### src/rtl/cla_digit_serial_adder_pkg.sv
// Shared definitions for the digit-serial adder: FSM state encoding, slice
// width and helpers that derive the nibble count and index width.
package cla_digit_serial_adder_pkg;

    typedef enum logic [1:0] {
        ST_IDLE = 2'b00,
        ST_RUN  = 2'b01,
        ST_DONE = 2'b10
    } state_t;

    localparam int SLICE_W = 4;

    function automatic int nib_count(input int width);
        return width / SLICE_W;
    endfunction

    function automatic int idx_width(input int width);
        return (nib_count(width) > 1) ? $clog2(nib_count(width)) : 1;
    endfunction

endpackage

### src/rtl/cla_digit_serial_adder_cla4.sv
// 4-bit carry-lookahead slice: all internal carries are computed directly
// from the generate/propagate terms, plus group P/G for cascading.
module carry_lookahead_adder_4 (
    input  logic [3:0] a,
    input  logic [3:0] b,
    input  logic       cin,
    output logic [3:0] sum,
    output logic       cout,
    output logic       pg,
    output logic       gg
);

    logic [3:0] p;
    logic [3:0] g;
    logic [3:0] c;

    // Lookahead carries, sum bits and group propagate/generate.
    always_comb begin
        p    = a ^ b;
        g    = a & b;
        c[0] = cin;
        c[1] = g[0] | (p[0] & cin);
        c[2] = g[1] | (p[1] & g[0]) | (p[1] & p[0] & cin);
        c[3] = g[2] | (p[2] & g[1]) | (p[2] & p[1] & g[0]) | (p[2] & p[1] & p[0] & cin);
        pg   = &p;
        gg   = g[3] | (p[3] & g[2]) | (p[3] & p[2] & g[1]) | (p[3] & p[2] & p[1] & g[0]);
        cout = gg | (pg & cin);
        sum  = p ^ c;
    end

endmodule

### src/rtl/cla_digit_serial_adder.sv
// Digit-serial WIDTH-bit adder: one nibble per clock through a single 4-bit
// CLA slice, LS nibble first, with valid/ready handshakes on both sides.
module cla_digit_serial_adder
    import cla_digit_serial_adder_pkg::*;
#(
    parameter int WIDTH = 16
) (
    input  logic             clk,
    input  logic             rst_n,
    input  logic             in_valid,
    output logic             in_ready,
    input  logic [WIDTH-1:0] in_a,
    input  logic [WIDTH-1:0] in_b,
    input  logic             in_cin,
    output logic             out_valid,
    input  logic             out_ready,
    output logic [WIDTH-1:0] out_sum,
    output logic             out_cout,
    output logic             out_ovf,
    output logic             busy
);

    localparam int NIB   = nib_count(WIDTH);
    localparam int IDX_W = idx_width(WIDTH);
    localparam logic [IDX_W-1:0] IDX_LAST = IDX_W'(NIB - 1);

    state_t                  state;
    state_t                  state_nx;
    logic [IDX_W-1:0]        idx;
    logic signed [WIDTH-1:0] a_r;
    logic signed [WIDTH-1:0] b_r;
    logic signed [WIDTH-1:0] sum_r;
    logic                    carry_r;
    logic                    accept;
    logic [3:0]              slice_a;
    logic [3:0]              slice_b;
    logic [3:0]              slice_sum;
    logic                    slice_cout;
    logic                    unused_pg;
    logic                    unused_gg;

    // Signed overflow: operands agree in sign but the result does not.
    function automatic logic add_ovf(input logic signed [WIDTH-1:0] a,
                                     input logic signed [WIDTH-1:0] b,
                                     input logic signed [WIDTH-1:0] s);
        return ((a < 0) == (b < 0)) && ((s < 0) != (a < 0));
    endfunction

    // Handshake/status flags come straight from the state register.
    assign in_ready  = (state == ST_IDLE);
    assign out_valid = (state == ST_DONE);
    assign busy      = (state == ST_RUN) || (state == ST_DONE);
    assign accept    = in_valid && in_ready;

    // Data registers are gated here so nothing partial is ever visible.
    assign out_sum  = out_valid ? sum_r : '0;
    assign out_cout = out_valid & carry_r;
    assign out_ovf  = out_valid & add_ovf(a_r, b_r, sum_r);

    assign slice_a = a_r[SLICE_W*idx +: SLICE_W];
    assign slice_b = b_r[SLICE_W*idx +: SLICE_W];

    carry_lookahead_adder_4 u_slice (
        .a    (slice_a),
        .b    (slice_b),
        .cin  (carry_r),
        .sum  (slice_sum),
        .cout (slice_cout),
        .pg   (unused_pg),
        .gg   (unused_gg)
    );

    // State register; reset discards any operation in flight.
    always_ff @(posedge clk or negedge rst_n) begin
        if (!rst_n) begin
            state <= ST_IDLE;
        end else begin
            state <= state_nx;
        end
    end

    // Next-state decode; the unused encoding falls back to IDLE.
    always_comb begin
        state_nx = ST_IDLE;
        case (state)
            ST_IDLE: state_nx = accept ? ST_RUN : ST_IDLE;
            ST_RUN:  state_nx = (idx == IDX_LAST) ? ST_DONE : ST_RUN;
            ST_DONE: state_nx = out_ready ? ST_IDLE : ST_DONE;
            default: state_nx = ST_IDLE;
        endcase
    end

    // Nibble index: cleared on accept, advances once per RUN cycle.
    always_ff @(posedge clk or negedge rst_n) begin
        if (!rst_n) begin
            idx <= '0;
        end else if (accept) begin
            idx <= '0;
        end else if (state == ST_RUN) begin
            idx <= idx + 1'b1;
        end
    end

    // Operand capture and per-nibble sum/carry accumulation (no reset needed:
    // outputs are masked by state and everything is loaded on accept).
    always_ff @(posedge clk) begin
        if (accept) begin
            a_r     <= in_a;
            b_r     <= in_b;
            carry_r <= in_cin;
            sum_r   <= '0;
        end else if (state == ST_RUN) begin
            sum_r[SLICE_W*idx +: SLICE_W] <= slice_sum;
            carry_r                       <= slice_cout;
        end
    end

endmodule

### config.mk
export PLATFORM = sky130hd
export DESIGN_NAME = cla_digit_serial_adder
export DESIGN_NICKNAME = d
export VERILOG_FILES = /design/src/rtl/cla_digit_serial_adder_pkg.sv /design/src/rtl/cla_digit_serial_adder_cla4.sv /design/src/rtl/cla_digit_serial_adder.sv
export SDC_FILE = /design/constraint.sdc
export NUM_CORES = 1
export LEC_CHECK = 0
export ABC_AREA = 0
export CAP_MARGIN = 20
export CORE_MARGIN = 5
export CORE_UTILIZATION = 44
export DETAILED_ROUTE_END_ITERATION = 7
export GPL_ROUTABILITY_DRIVEN = 0
export PLACE_DENSITY = 0.75
export SKIP_LAST_GASP = 1
export SLEW_MARGIN = 0
export SYNTH_ARGS = -nofsm -noshare
export SYNTH_HDL_FRONTEND = slang
export SYNTH_SLANG_ARGS = --single-unit
export TNS_END_PERCENT = 30
### constraint.sdc
create_clock -name clk -period 2.6 [get_ports clk]
set_clock_uncertainty 0.2 [all_clocks]
set_input_delay 0.39 -clock clk [delete_from_list [all_inputs] [get_ports clk]]
set_output_delay 0.39 -clock clk [all_outputs]
set_load 0.1 [all_outputs]
[Word level (Yosys, flattened, before mapping)]
Index checks and enable logic that the tools add are counted.
Word-level totals
  word-level logic and storage cells: 66
  input port bits: 37
  register bits after elaboration: 53
Operators by class
  shifts and indexed selects: 4
  bitwise logic cells: 30
  add/subtract/negate cells: 2
  magnitude comparators: 3
  mux-type cells: 10
  reduce and logical (&&, ||, !) cells: 6
  eq/ne operators: 5
Operator list (count)
  16-bit by 1-bit < comparator with 1-bit output, second input constant: 3
  4-bit negator with 34-bit output: 1
  4-bit by 34-bit variable shift with 16-bit output, first input constant: 1
  4-bit by 34-bit indexed part select with 16-bit output: 1
  16-bit by 5-bit indexed part select with 4-bit output: 2
  1-bit AND: 17
  16-bit bitwise mux: 1
  16-bit 2-to-1 mux: 1
  1-bit bitwise OR: 10
  2-bit 2-to-1 mux: 4
  4-bit bitwise XOR: 2
  2-bit case mux with 3 select lines: 1
  4-bit AND: 1
  2-bit == test, second input constant: 2
  4-bit AND reduction: 1
  1-bit 2-to-1 mux: 3
  2-bit by 1-bit adder with 2-bit output, second input constant: 1
  2-bit by 1-bit == test with 1-bit output, second input constant: 1
  1-bit logical AND: 2
  2-bit zero test: 1
  2-bit nonzero test: 1
  1-bit == test: 1
  1-bit logical OR: 1
  1-bit != test: 1

[Longest topological paths before layout]
Gate-level depths: netlist of run 1.
  depth in word-level cells: 9
  gate-level depth with buffers: 7
  gate-level depth less buffers: 6

[Modules after synthesis]
From an unflattened synthesis of run 1, not the netlist that was laid out.
Second synthesis, totals
  cells, all modules: 189
  area, all modules: 2463.6 um^2
Modules (own cells, without submodules)
  cla_digit_serial_adder: area an instance 2280.9 um^2, cells each 167, instances 1
  carry_lookahead_adder_4: area an instance 182.7 um^2, cells each 22, instances 1

[Worst setup path after synthesis of run 1]
Ideal clock, no wire load.
  kind: reg2out
  from: register state[0]
  to: output out_cout
  arrival time: 2.399 ns
  setup slack: -0.389 ns
  cell stages (with the launch flop): 5
  required time: 2.010 ns
  cell sequence: dfrtp_1 > inv_1 > ha_1 > clkbuf_1 > and2_1
Between the ends
  longest elaborated chain between the ends: 2
RTL lines
  start: declaration: line cla_digit_serial_adder.sv:27  | state_t state;
  start signal: assignment: line cla_digit_serial_adder.sv:78  | state <= state_nx;
  2-bit == test: line cla_digit_serial_adder.sv:51  | assign out_valid = (state == ST_DONE);
  named net out_valid: line cla_digit_serial_adder.sv:15  | output logic out_valid,
  1-bit AND: line cla_digit_serial_adder.sv:57  | assign out_cout = out_valid & carry_r;
  end: declaration: line cla_digit_serial_adder.sv:18  | output logic out_cout,
The timed path passes the listed nets, and every way through them passes these cells.

[Worst setup path after layout of run 1]
  from: register idx[0]
  to: register sum_r[13]
Between the ends
  longest elaborated chain between the ends: 9
RTL lines
  start: declaration: line cla_digit_serial_adder.sv:29  | logic [IDX_W-1:0] idx;
  start signal: assignment: line cla_digit_serial_adder.sv:100  | idx <= idx + 1'b1;
  16-bit by 5-bit indexed part select with 4-bit output (on tied branches): line cla_digit_serial_adder.sv:60, cla_digit_serial_adder.sv:61
  4-bit bitwise XOR / 4-bit AND (equally long branches): line cla_digit_serial_adder_cla4.sv:19, cla_digit_serial_adder_cla4.sv:20
  1-bit AND: line cla_digit_serial_adder_cla4.sv:24  | c[3] = g[2] | (p[2] & g[1]) | (p[2] & p[1] & g[0]) | (p[2] & p[1] & p[0] & cin);
  1-bit bitwise OR / 1-bit AND (equally long branches) (2 in a row): line cla_digit_serial_adder_cla4.sv:24
  1-bit bitwise OR: line cla_digit_serial_adder_cla4.sv:24
  4-bit bitwise XOR: line cla_digit_serial_adder_cla4.sv:28  | sum = p ^ c;
  4-bit by 34-bit indexed part select with 16-bit output: line cla_digit_serial_adder.sv:113  | sum_r[SLICE_W*idx +: SLICE_W] <= slice_sum;
  16-bit bitwise mux (*): line cla_digit_serial_adder.sv:113
  end signal: indexed assignment: line cla_digit_serial_adder.sv:113
  end: declaration: line cla_digit_serial_adder.sv:32  | logic signed [WIDTH-1:0] sum_r;
Every way passes the cells marked *; elsewhere a longest branch is shown, timed or not.
A chain may end at the register's enable or synchronous reset.

==> impl_metrics.toml, run 1 <==
[min_path]
hp-class = "input pin to asynchronous set/reset pin"

[synthesis]
synth.top_cell.area_share_pct = 40.7
synthXorXnorAreaFrac_pct = 0.719
ys_types = 34
synth_top_family_by_area = "simple AND/OR/NAND/NOR gates"
ys_seq_elements = 53
seq_area_frac_synth_pct = 57.9
yosysWarningCount = 0
synthMuxAreaShare_pct = 7.80
synthCells = 171
synth_compound_area_share_pct = 8.68
synth_area_leaders = "edfxtp_1 41%, dfxtp_1 13%, mux4_2 7.4%"
netlist_area_um2 = 2440
yosys.area.top_type = "edfxtp_1"
synth_nets = 223
synthSimpleGateAreaFrac_pct = 14.8
synth.avg_cell_area_um2 = 14.3
synth_fa_ha_area_share_pct = 8.01

[grt]
antenna_found_initial = 0
grt_pass1_vias = 1659
grt_max_degree = 47
grt_pass1_wl_um = 7710
gr-total-overflow = 0
grt_usage_pct = 13.5

[sta]
report.final.slew_viol_count = 0
hold_violations = 0
post-route-period-util_pct = 97.4
rsz0062_at_grt = "true"
layout_setup_ws_ns = 0.0689
max_slew.worst_pin.slew_ns = 0.375
period_needed_ns = 2.53
slew-limit-headroom_pct = 75.0
clock.fmax_mhz = 395
worst_hold_slack_ns = 0.0828
finalSetupViolations = 0

[route]
drt_pass1_iterations = 4
vias = 1609
viasPerCell = 5.11
drt-total-wl_um = 4790
drt-initial-drc-count = 66
post_drt_wl_per_cell_um = 15.2
ant_nets = 0
remaining_drc_errors = 0

[clock_tree]
cts-root-buf = "clkbuf_8"
cts_buffer_depth = 2
cts_made_buffers = 5
cts_sinks = 53
cts_max_level = 2
cts.reportedPaths.clkPinSlew_ns = 0.09
cts_tree = "yes"
insertion_delay_ns = 0.30

[layout]
num_antenna_cells = 0
multi_input_area_um2 = 1050
layout-drive-gt1-share_pct = 31.7
seqCellArea_um2 = 1410
nFillCells = 396
nets = 294
area_growth_pct = 44.7

[die]
die_x_um = 84.4
dieArea_um2 = 7130
die_y_um = 84.4
num_rows = 27
ioPinCount = 58
core_um2 = 5440
initial_core_util_pct = 44.8

[worst_setup_path]
r2r-start = "idx[0]$_DFFE_PN0P_"
critical_path_peak_fanout = 8
worstSetupStartpoint = "idx[0]$_DFFE_PN0P_"
path_class = "register to register"
cp.arrival_ns = 2.52
startpoint_type = "register"
crit_path_end_kind = "register"
required_ns = 2.59

[power_and_ir_drop]
irDropWorstVdd_v = 0.000556
p_leak_nw = 1.30
power.density_nw_per_um2 = 1120

[placement]
numPortBuffers = 57
dp_hpwl_um = 3620
place_ws_ns = -0.0311

[run_status]
status = "complete, no violations"

[flow_run]
cap_violations = 0
## worst paths after layout
kind | end | slack, ns | cells past startpoint
worst max register to register | sum_r[13]$_SDFFE_PP0P_ | 0.07 | 8
worst max-delay path | sum_r[13]$_SDFFE_PP0P_ | 0.07 | 8
worst min register to register | sum_r[10]$_SDFFE_PP0P_ | 0.31 | 2
max in group asynchronous | state[0]$_DFF_PN0_ | 1.95 | 1
worst min-delay path | state[1]$_DFF_PN0_ | 0.08 | 1
min in group clk | sum_r[10]$_SDFFE_PP0P_ | 0.31 | 2
## power breakdown
group	leakage, nW	switching, mW	total [mW]	internal [mW]
clock	0.0422	0.243	0.433	0.189
combinational	0.771	1.26	2.26	1.01
sequential	0.488	0.120	1.27	1.15
## per-stage QoR
| stage | power [mW] | util (%) | cell area, um^2 | setup TNS, ns | instances |
|---|---|---|---|---|---|
| global route | 4.24 | 64.8 | 3530 | -0.219 | 315 |
| CTS | 3.78 | 63.5 | 3450 | 0 | 313 |
| floorplan | 2.76 | - | 2450 | -0.699 | 171 |
| finish | 3.96 | 64.8 | 3530 | 0 | 315 |
| global placement | 3.26 | 61.4 | 3340 | 0 | 301 |
| detailed placement | 3.30 | 61.4 | 3340 | -0.105 | 301 |
## cell usage after synthesis, drive strengths merged
cell     instances
dfxtp           16
buf              3
nand2b           3
or2              1
nand3            2
a2111oi          1
a32oi            4
edfxtp          33
nor4             3
fa               1
nor2            18
nor4b            1
nor3             1
clkbuf           2
xor2             1
and2            18
mux2i            1
o21ai            1
nor2b            1
xnor2            1
nand2            8
a21o             1
a22oi            8
dfrtp            4
inv              6
a21oi            5
a211o            1
mux4             8
a32o             4
ha              14
## per-layer routing
layer	wire (um)	track usage, %	vias up
li1	-	-	775
met1	1860	14.3	777
met2	2550	25.9	49
met3	316	4.32	8
met4	66	3.45	0
met5	0	0	-
## critical path, stage by stage, from the launching register on
cell and delay [ns]:
dfrtp_1 0.41, buf_12 0.15, mux4_2 0.55, buf_4 0.16, fa_1 0.40, xor2_1 0.18
buf_4 0.15, a22oi_1 0.15, nor2_1 0.06
## flip-flops by register name, summed over array words and instances (netlist names)
register and flops:
idx 2, sum_r 16, b_r 16, carry_r 1
state 2, a_r 16
## layout make-up
cell class | instances | area share [%]
Clock buffer | 7 | 2.16
Clock inverter | 1 | 0.142
Tap cell | 72 | 2.56
Timing Repair Buffer | 69 | 24.8
Inverter | 6 | 0.639
Multi-Input combinational cell | 107 | 29.7
Sequential cell | 53 | 40.0
## cell families (layout without fill, tap and decap cells)
group / Yosys count / count (layout)
compound gates: 25 / 25
buf+inv: 11 / 83
simple gates: 56 / 56
xor+xnor: 2 / 2
flops: 53 / 53
mux: 9 / 9
fa+ha+maj: 15 / 15
## cell usage in the layout (no fill, tap or decap), drive strengths merged, types with 5 or more instances in the layout
master         count
inv                6
clkdlybuf4s50     36
nor2              18
and2              18
clkbuf             7
a21oi              5
mux4               8
nand2              8
buf               33
edfxtp            33
a22oi              8
dfxtp             16
ha                14
## repair_timing
item                                    in CTS  in global routing
gates resized for setup                      0                  9
hold endpoints to repair                     0                  0
hold buffers                                 0                  0
pin swaps                                    0                  7
buffers inserted                             4                  2
endpoints found under the setup margin       7                  8
Power figures use the tool's default switching activity.
==> run 2: changes to the inputs <==
CELL_PAD_IN_SITES_DETAIL_PLACEMENT = 0   (was not set)
CELL_PAD_IN_SITES_GLOBAL_PLACEMENT = 2   (was not set)
CORE_UTILIZATION = 30   (was 44)
==> run 2 against run 1 <==
Clock power rose by 35%. Register-to-register slack worse by 0.02 ns. Sequential power hardly changed. Combinational power is 3% higher. Critical path type unchanged. Critical endpoint is now sum_r[7]$_SDFFE_PP0P_. Largest cell class unchanged.
==> impl_metrics.toml, run 2 (synthesized netlist as in run 1, its figures left out) <==
[grt]
gr-total-overflow = 0
antenna_found_initial = 0
grt_pass1_wl_um = 8380
grt_max_degree = 47
grt_pass1_vias = 1646
grt_usage_pct = 10.8

[layout]
nets = 293
layout-drive-gt1-share_pct = 31.4
largestRegisters = "a_r (16), b_r (16), sum_r (16)"
layout_commonest_cell = "clkdlybuf4s50_1"
area_growth_pct = 46.8
num_antenna_cells = 0
final_cell_mix = "36 x clkdlybuf4s50_1, 33 x edfxtp_1, 21 x buf_12"
layout.cells.non_filler = 344
nFillCells = 736
final_util_pct = 45.8

[placement]
place_ws_ns = 0.0372
numPortBuffers = 57
dp.cells = 330
dp_hpwl_um = 3870

[die]
initial_core_util_pct = 31.2
die_x_um = 100
dieArea_um2 = 10000
core_um2 = 7810
ioPinCount = 58
num_rows = 32
die_y_um = 100

[worst_setup_path]
required_ns = 2.66
cpMostUsedCell = "buf_4"
cpPeakStageDelay_ns = 0.52
crit_path_end_kind = "register"
startpoint_type = "register"
critPathSlowestCell = "mux4_2"
cp.arrival_ns = 2.61
path_class = "register to register"
critical_path_peak_fanout = 9
crit_path_cell_trace = "buf_4 > mux4_2 > ha_1 > nor2b_2 > a2111oi_4 > buf_4 > a32o_1"

[route]
ant_nets = 0
remaining_drc_errors = 0
drt-total-wl_um = 5190
viasPerCell = 4.62
dr_wl_met2_um = 2560
drt_pass1_iterations = 4
met1_length_um = 2280
wl_met3_um = 274
drt-initial-drc-count = 41
post_drt_wl_per_cell_um = 15.1
dr.max_layer_used = "met4"
vias = 1589

[sta]
hold_violations = 0
clock.fmax_mhz = 391
report.final.slew_viol_count = 0
layout_setup_ws_ns = 0.0442
period_needed_ns = 2.56
worst_hold_slack_ns = 0.0777
max_slew.worst_pin.slew_ns = 0.371
post-route-period-util_pct = 98.3
finalSetupViolations = 0
rsz0062_at_grt = "true"
slew-limit-headroom_pct = 75.3

[clock_tree]
cts.reportedPaths.clkPinSlew_ns = 0.10
cts-root-buf = "clkbuf_8"
cts_buffer_depth = 2
cts_max_level = 2
insertion_delay_ns = 0.31
cts_tree = "yes"
cts_made_buffers = 5
cts_sinks = 53

[power_and_ir_drop]
power.density_nw_per_um2 = 1160
p_leak_nw = 1.31
irDropWorstVdd_v = 0.000502
p_total_mw = 4.17

[min_path]
hp-class = "input pin to asynchronous set/reset pin"

[run_status]
status = "complete, no violations"

[flow_run]
cap_violations = 0
run 2: cell count changes in the layout (fill, tap and decap cells not counted), sizes merged:
cell	delta
clkbuf	-2
buf	-1
bufinv	+1
inv	+1
run 2: layout make-up:
class / instances / area (um^2) / share of cell area [%]
Clock buffer: 5 / 68.8 / 1.92
Inverter: 6 / 22.5 / 0.629
Multi-Input combinational cell: 107 / 1030 / 28.9
Timing Repair Buffer: 68 / 863 / 24.1
Clock inverter: 3 / 50.0 / 1.40
Tap cell: 102 / 128 / 3.57
Sequential cell: 53 / 1410 / 39.4
run 2: metal layers:
layer / vias up / track usage, %
met5: - / 0
met4: 0 / 4.15
met3: 7 / 2.85
met2: 52 / 17.8
met1: 755 / 13.6
li1: 775 / -
run 2: report_power, final:
part	total, mW	switching [mW]	internal [mW]	leakage (nW)
sequential	1.26	0.115	1.14	0.488
combinational	2.32	1.30	1.02	0.760
clock	0.586	0.291	0.295	0.0603
run 2: metrics by stage:
step	cell area [um^2]	TNS [ns]
floorplan	2450	-0.699
global placement	3370	0
detailed placement	3370	0
CTS	3490	0
global route	3580	-0.155
finish	3580	0
run 2: final timing paths:
kind / from / endpoint / slack (ns) / cells after the start
max in group asynchronous: rst_n / idx[0]$_DFFE_PN0P_ / 1.95 / 1
worst min-delay path: rst_n / state[1]$_DFF_PN0_ / 0.08 / 1
worst max register to register: idx[0]$_DFFE_PN0P_ / sum_r[7]$_SDFFE_PP0P_ / 0.04 / 7
worst min register to register: sum_r[11]$_SDFFE_PP0P_ / sum_r[11]$_SDFFE_PP0P_ / 0.30 / 1
min in group clk: sum_r[11]$_SDFFE_PP0P_ / sum_r[11]$_SDFFE_PP0P_ / 0.30 / 1
worst max-delay path: idx[0]$_DFFE_PN0P_ / sum_r[7]$_SDFFE_PP0P_ / 0.04 / 7
run 2: critical path: cells and delay by family (launching register included):
kind,cells,cell delay (ns)
buffers and inverters,2,0.43
multiplexers,1,0.52
adder cells (fa/ha/maj),1,0.35
AND/OR/NAND/NOR,1,0.19
flip-flops,1,0.40
AO/OA/AOI/OAI,2,0.42
run 2: timing repair:
action                     4_1_cts  5_1_grt
buffers inserted                 0        6
setup endpoints to repair        0        8
gates resized for setup          0        6
hold buffers                     0        0
==> run 3: changes to the inputs <==
CELL_PAD_IN_SITES_DETAIL_PLACEMENT = not set   (was 0)
CELL_PAD_IN_SITES_GLOBAL_PLACEMENT = not set   (was 2)
CORE_UTILIZATION = 44   (was 30)
==> results of run 3 <==
Same layout as run 1: the final DEF is identical, and so are final timing and power.
==> variant, RTL diff (flow settings as in run 3) <==
Re-encode `state_t` (3 states) as one-hot, 3 bits wide.
--- a/src/rtl/cla_digit_serial_adder_pkg.sv
+++ b/src/rtl/cla_digit_serial_adder_pkg.sv
@@ -2,10 +2,10 @@
 // width and helpers that derive the nibble count and index width.
 package cla_digit_serial_adder_pkg;
 
-    typedef enum logic [1:0] {
-        ST_IDLE = 2'b00,
-        ST_RUN  = 2'b01,
-        ST_DONE = 2'b10
+    typedef enum logic [2:0] {
+        ST_IDLE = 3'b001,
+        ST_RUN  = 3'b010,
+        ST_DONE = 3'b100
     } state_t;
 
     localparam int SLICE_W = 4;
Function: no difference found for any inputs over 10 cycles, from zero or initial values and one cycle with rst_n low; not proved beyond that.
==> variant against run 3 <==
  * Setup slack about the same
  * Sequential cell count is 1 higher
  * Design area up 2.0%
  * Hold slack better by 0.024 ns
  * Synthesized area increased by 4.5%
  * Critical path depth is the same
  * Total power decreased by 11%
  * Routed wire length increased by 7.9%
  * Critical endpoint is now sum_r[2]$_SDFFE_PP0P_
==> variant: results <==
export IMPL_ys_top_cells_by_count="edfxtp_1 (33), nor2_1 (25), and2_1 (18)"
export IMPL_grt_max_degree=24
export IMPL_hold_path_class="in -> async"
export IMPL_numCtsBuffers=5
export IMPL_drive_gt1_share_pct=25.9
export IMPL_yosysWarnings=0
export IMPL_dp_hpwl_um=4050
export IMPL_top_regs="a_r x16, b_r x16, sum_r x16"
export IMPL_yosysUniqueCellTypes=40
export IMPL_drtIter0Drc=138
export IMPL_fin_ws_ns=0.0692
export IMPL_antenna_found_initial=0
export IMPL_synth_fp_nets=240
export IMPL_fin_nets=306
export IMPL_routedWlPerCell_um=15.6
export IMPL_synthArstFlopShare_pct=9.26
export IMPL_r2r_cells=8
export IMPL_clk_insertion_delay_late_ns=0.30
export IMPL_htreeDepth=2
export IMPL_cp_data_arrival_time_ns=2.53
export IMPL_synth_top_area_share_pct=38.9
export IMPL_ys_top_cells_by_area="edfxtp_1 (39%), dfxtp_1 (13%), mux4_2 (7.1%), ha_1 (4.9%), and2_1 (4.4%)"
export IMPL_num_vias=1743
export IMPL_ys_seq_area_share_pct=56.4
export IMPL_ctsLongestPathBuffers=2
export IMPL_diodes=0
export IMPL_area_growth_pct=41.2
export IMPL_tritoncts="built"
export IMPL_status="finished clean"
export IMPL_crit_fanout=5
export IMPL_track_usage_pct=14.7
export IMPL_path_clk_slew_ns=0.09
export IMPL_grt_pass1_wl_um=8500
export IMPL_worstReg2RegStart="idx[0]$_DFFE_PN0P_"
export IMPL_n_fill_cell=416
export IMPL_place_ws_ns=0.0309
export IMPL_tightest_slew_ns=0.378
export IMPL_io_buffer_count=57
export IMPL_leakagePower_nw=1.32
export IMPL_cts_hold_buf=0
export IMPL_clockRootBuffer="clkbuf_8"
export IMPL_reg2reg_to="sum_r[2]$_SDFFE_PP0P_"
export IMPL_first_pass_iters=4
export IMPL_grt_pass1_vias=1793
export IMPL_irDropWorstVdd_mv=0.529
export IMPL_synth_edff_count=33
export IMPL_synth_top_flop_cell="edfxtp_1"
==> variant: cell count changes after synthesis, moves of 3 or more <==
cell     change
o21ai_0      +3
o21ai_1      +5
a21oi_1      +3
a32o_1       -4
nand2_1      -4
nor2_1       +7
ha_1         -4
==> variant: worst max path at each step <==
stage	from	end	cells past startpoint
floorplan	state[1]$_DFF_PN0_	out_sum[12]	4
global placement	idx[0]$_DFFE_PN0P_	carry_r$_DFFE_PP_	6
detailed placement	idx[0]$_DFFE_PN0P_	sum_r[3]$_SDFFE_PP0P_	6
CTS	idx[0]$_DFFE_PN0P_	sum_r[3]$_SDFFE_PP0P_	6
global route	idx[0]$_DFFE_PN0P_	carry_r$_DFFE_PP_	7
finish	idx[0]$_DFFE_PN0P_	sum_r[2]$_SDFFE_PP0P_	8
==> variant: kinds of logic after synthesis <==
family / count (synthesis) / share of synthesized area (%)
flops: 54 / 56.4
compound gates: 36 / 9.23
xor+xnor: 3 / 1.03
fa+ha+maj: 11 / 5.70
buf+inv: 16 / 3.49
simple gates: 64 / 17.0
mux: 8 / 7.07
==> variant: critical path, stage by stage, from the launching register on <==
cell	delay, ns
dfrtp_2	0.46
buf_12	0.13
buf_4	0.10
mux4_2	0.49
ha_1	0.31
o21ai_0	0.11
or2_2	0.34
a32oi_1	0.22
nor2_1	0.05
==> variant: timing repair <==
action / in CTS / in global routing
endpoints found under the hold margin: 0 / 0
buffers inserted: 0 / 3
resized for setup: 0 / 3
endpoints found under the setup margin: 2 / 5
==> variant: metrics by stage <==
stage | hold WS, ns | std cells | cell area (um^2) | setup TNS (ns)
final | 0.107 | 331 | 3600 | 0
after global routing | 0.120 | 331 | 3600 | -0.0147
after CTS | 0.114 | 328 | 3550 | -0.00673
after detailed placement | 0.259 | 320 | 3440 | 0
after global placement | 0.250 | 320 | 3440 | 0
after floorplan | -0.106 | 192 | 2560 | -0.671
==> variant: report_power, final <==
group	switching [W]	internal [W]	leakage, nW
sequential	0.000118	0.00112	0.500
combinational	0.000961	0.000782	0.764
clock	0.000259	0.000288	0.0524
==> variant: per-layer routing <==
layer / wire length (um) / global-route usage, %
met5: 0 / 0
met4: 72 / 3.45
met3: 381 / 5.09
met2: 2710 / 26.1
met1: 2000 / 16.9
==> variant: layout make-up <==
type                       count  area share [%]
clock buffer                   7            2.12
clock inverter                 1           0.835
inverter                       6           0.626
multi-input combinational    122            29.4
sequential                    54            40.0
tap                           72            2.50
timing repair buffer          69            24.6
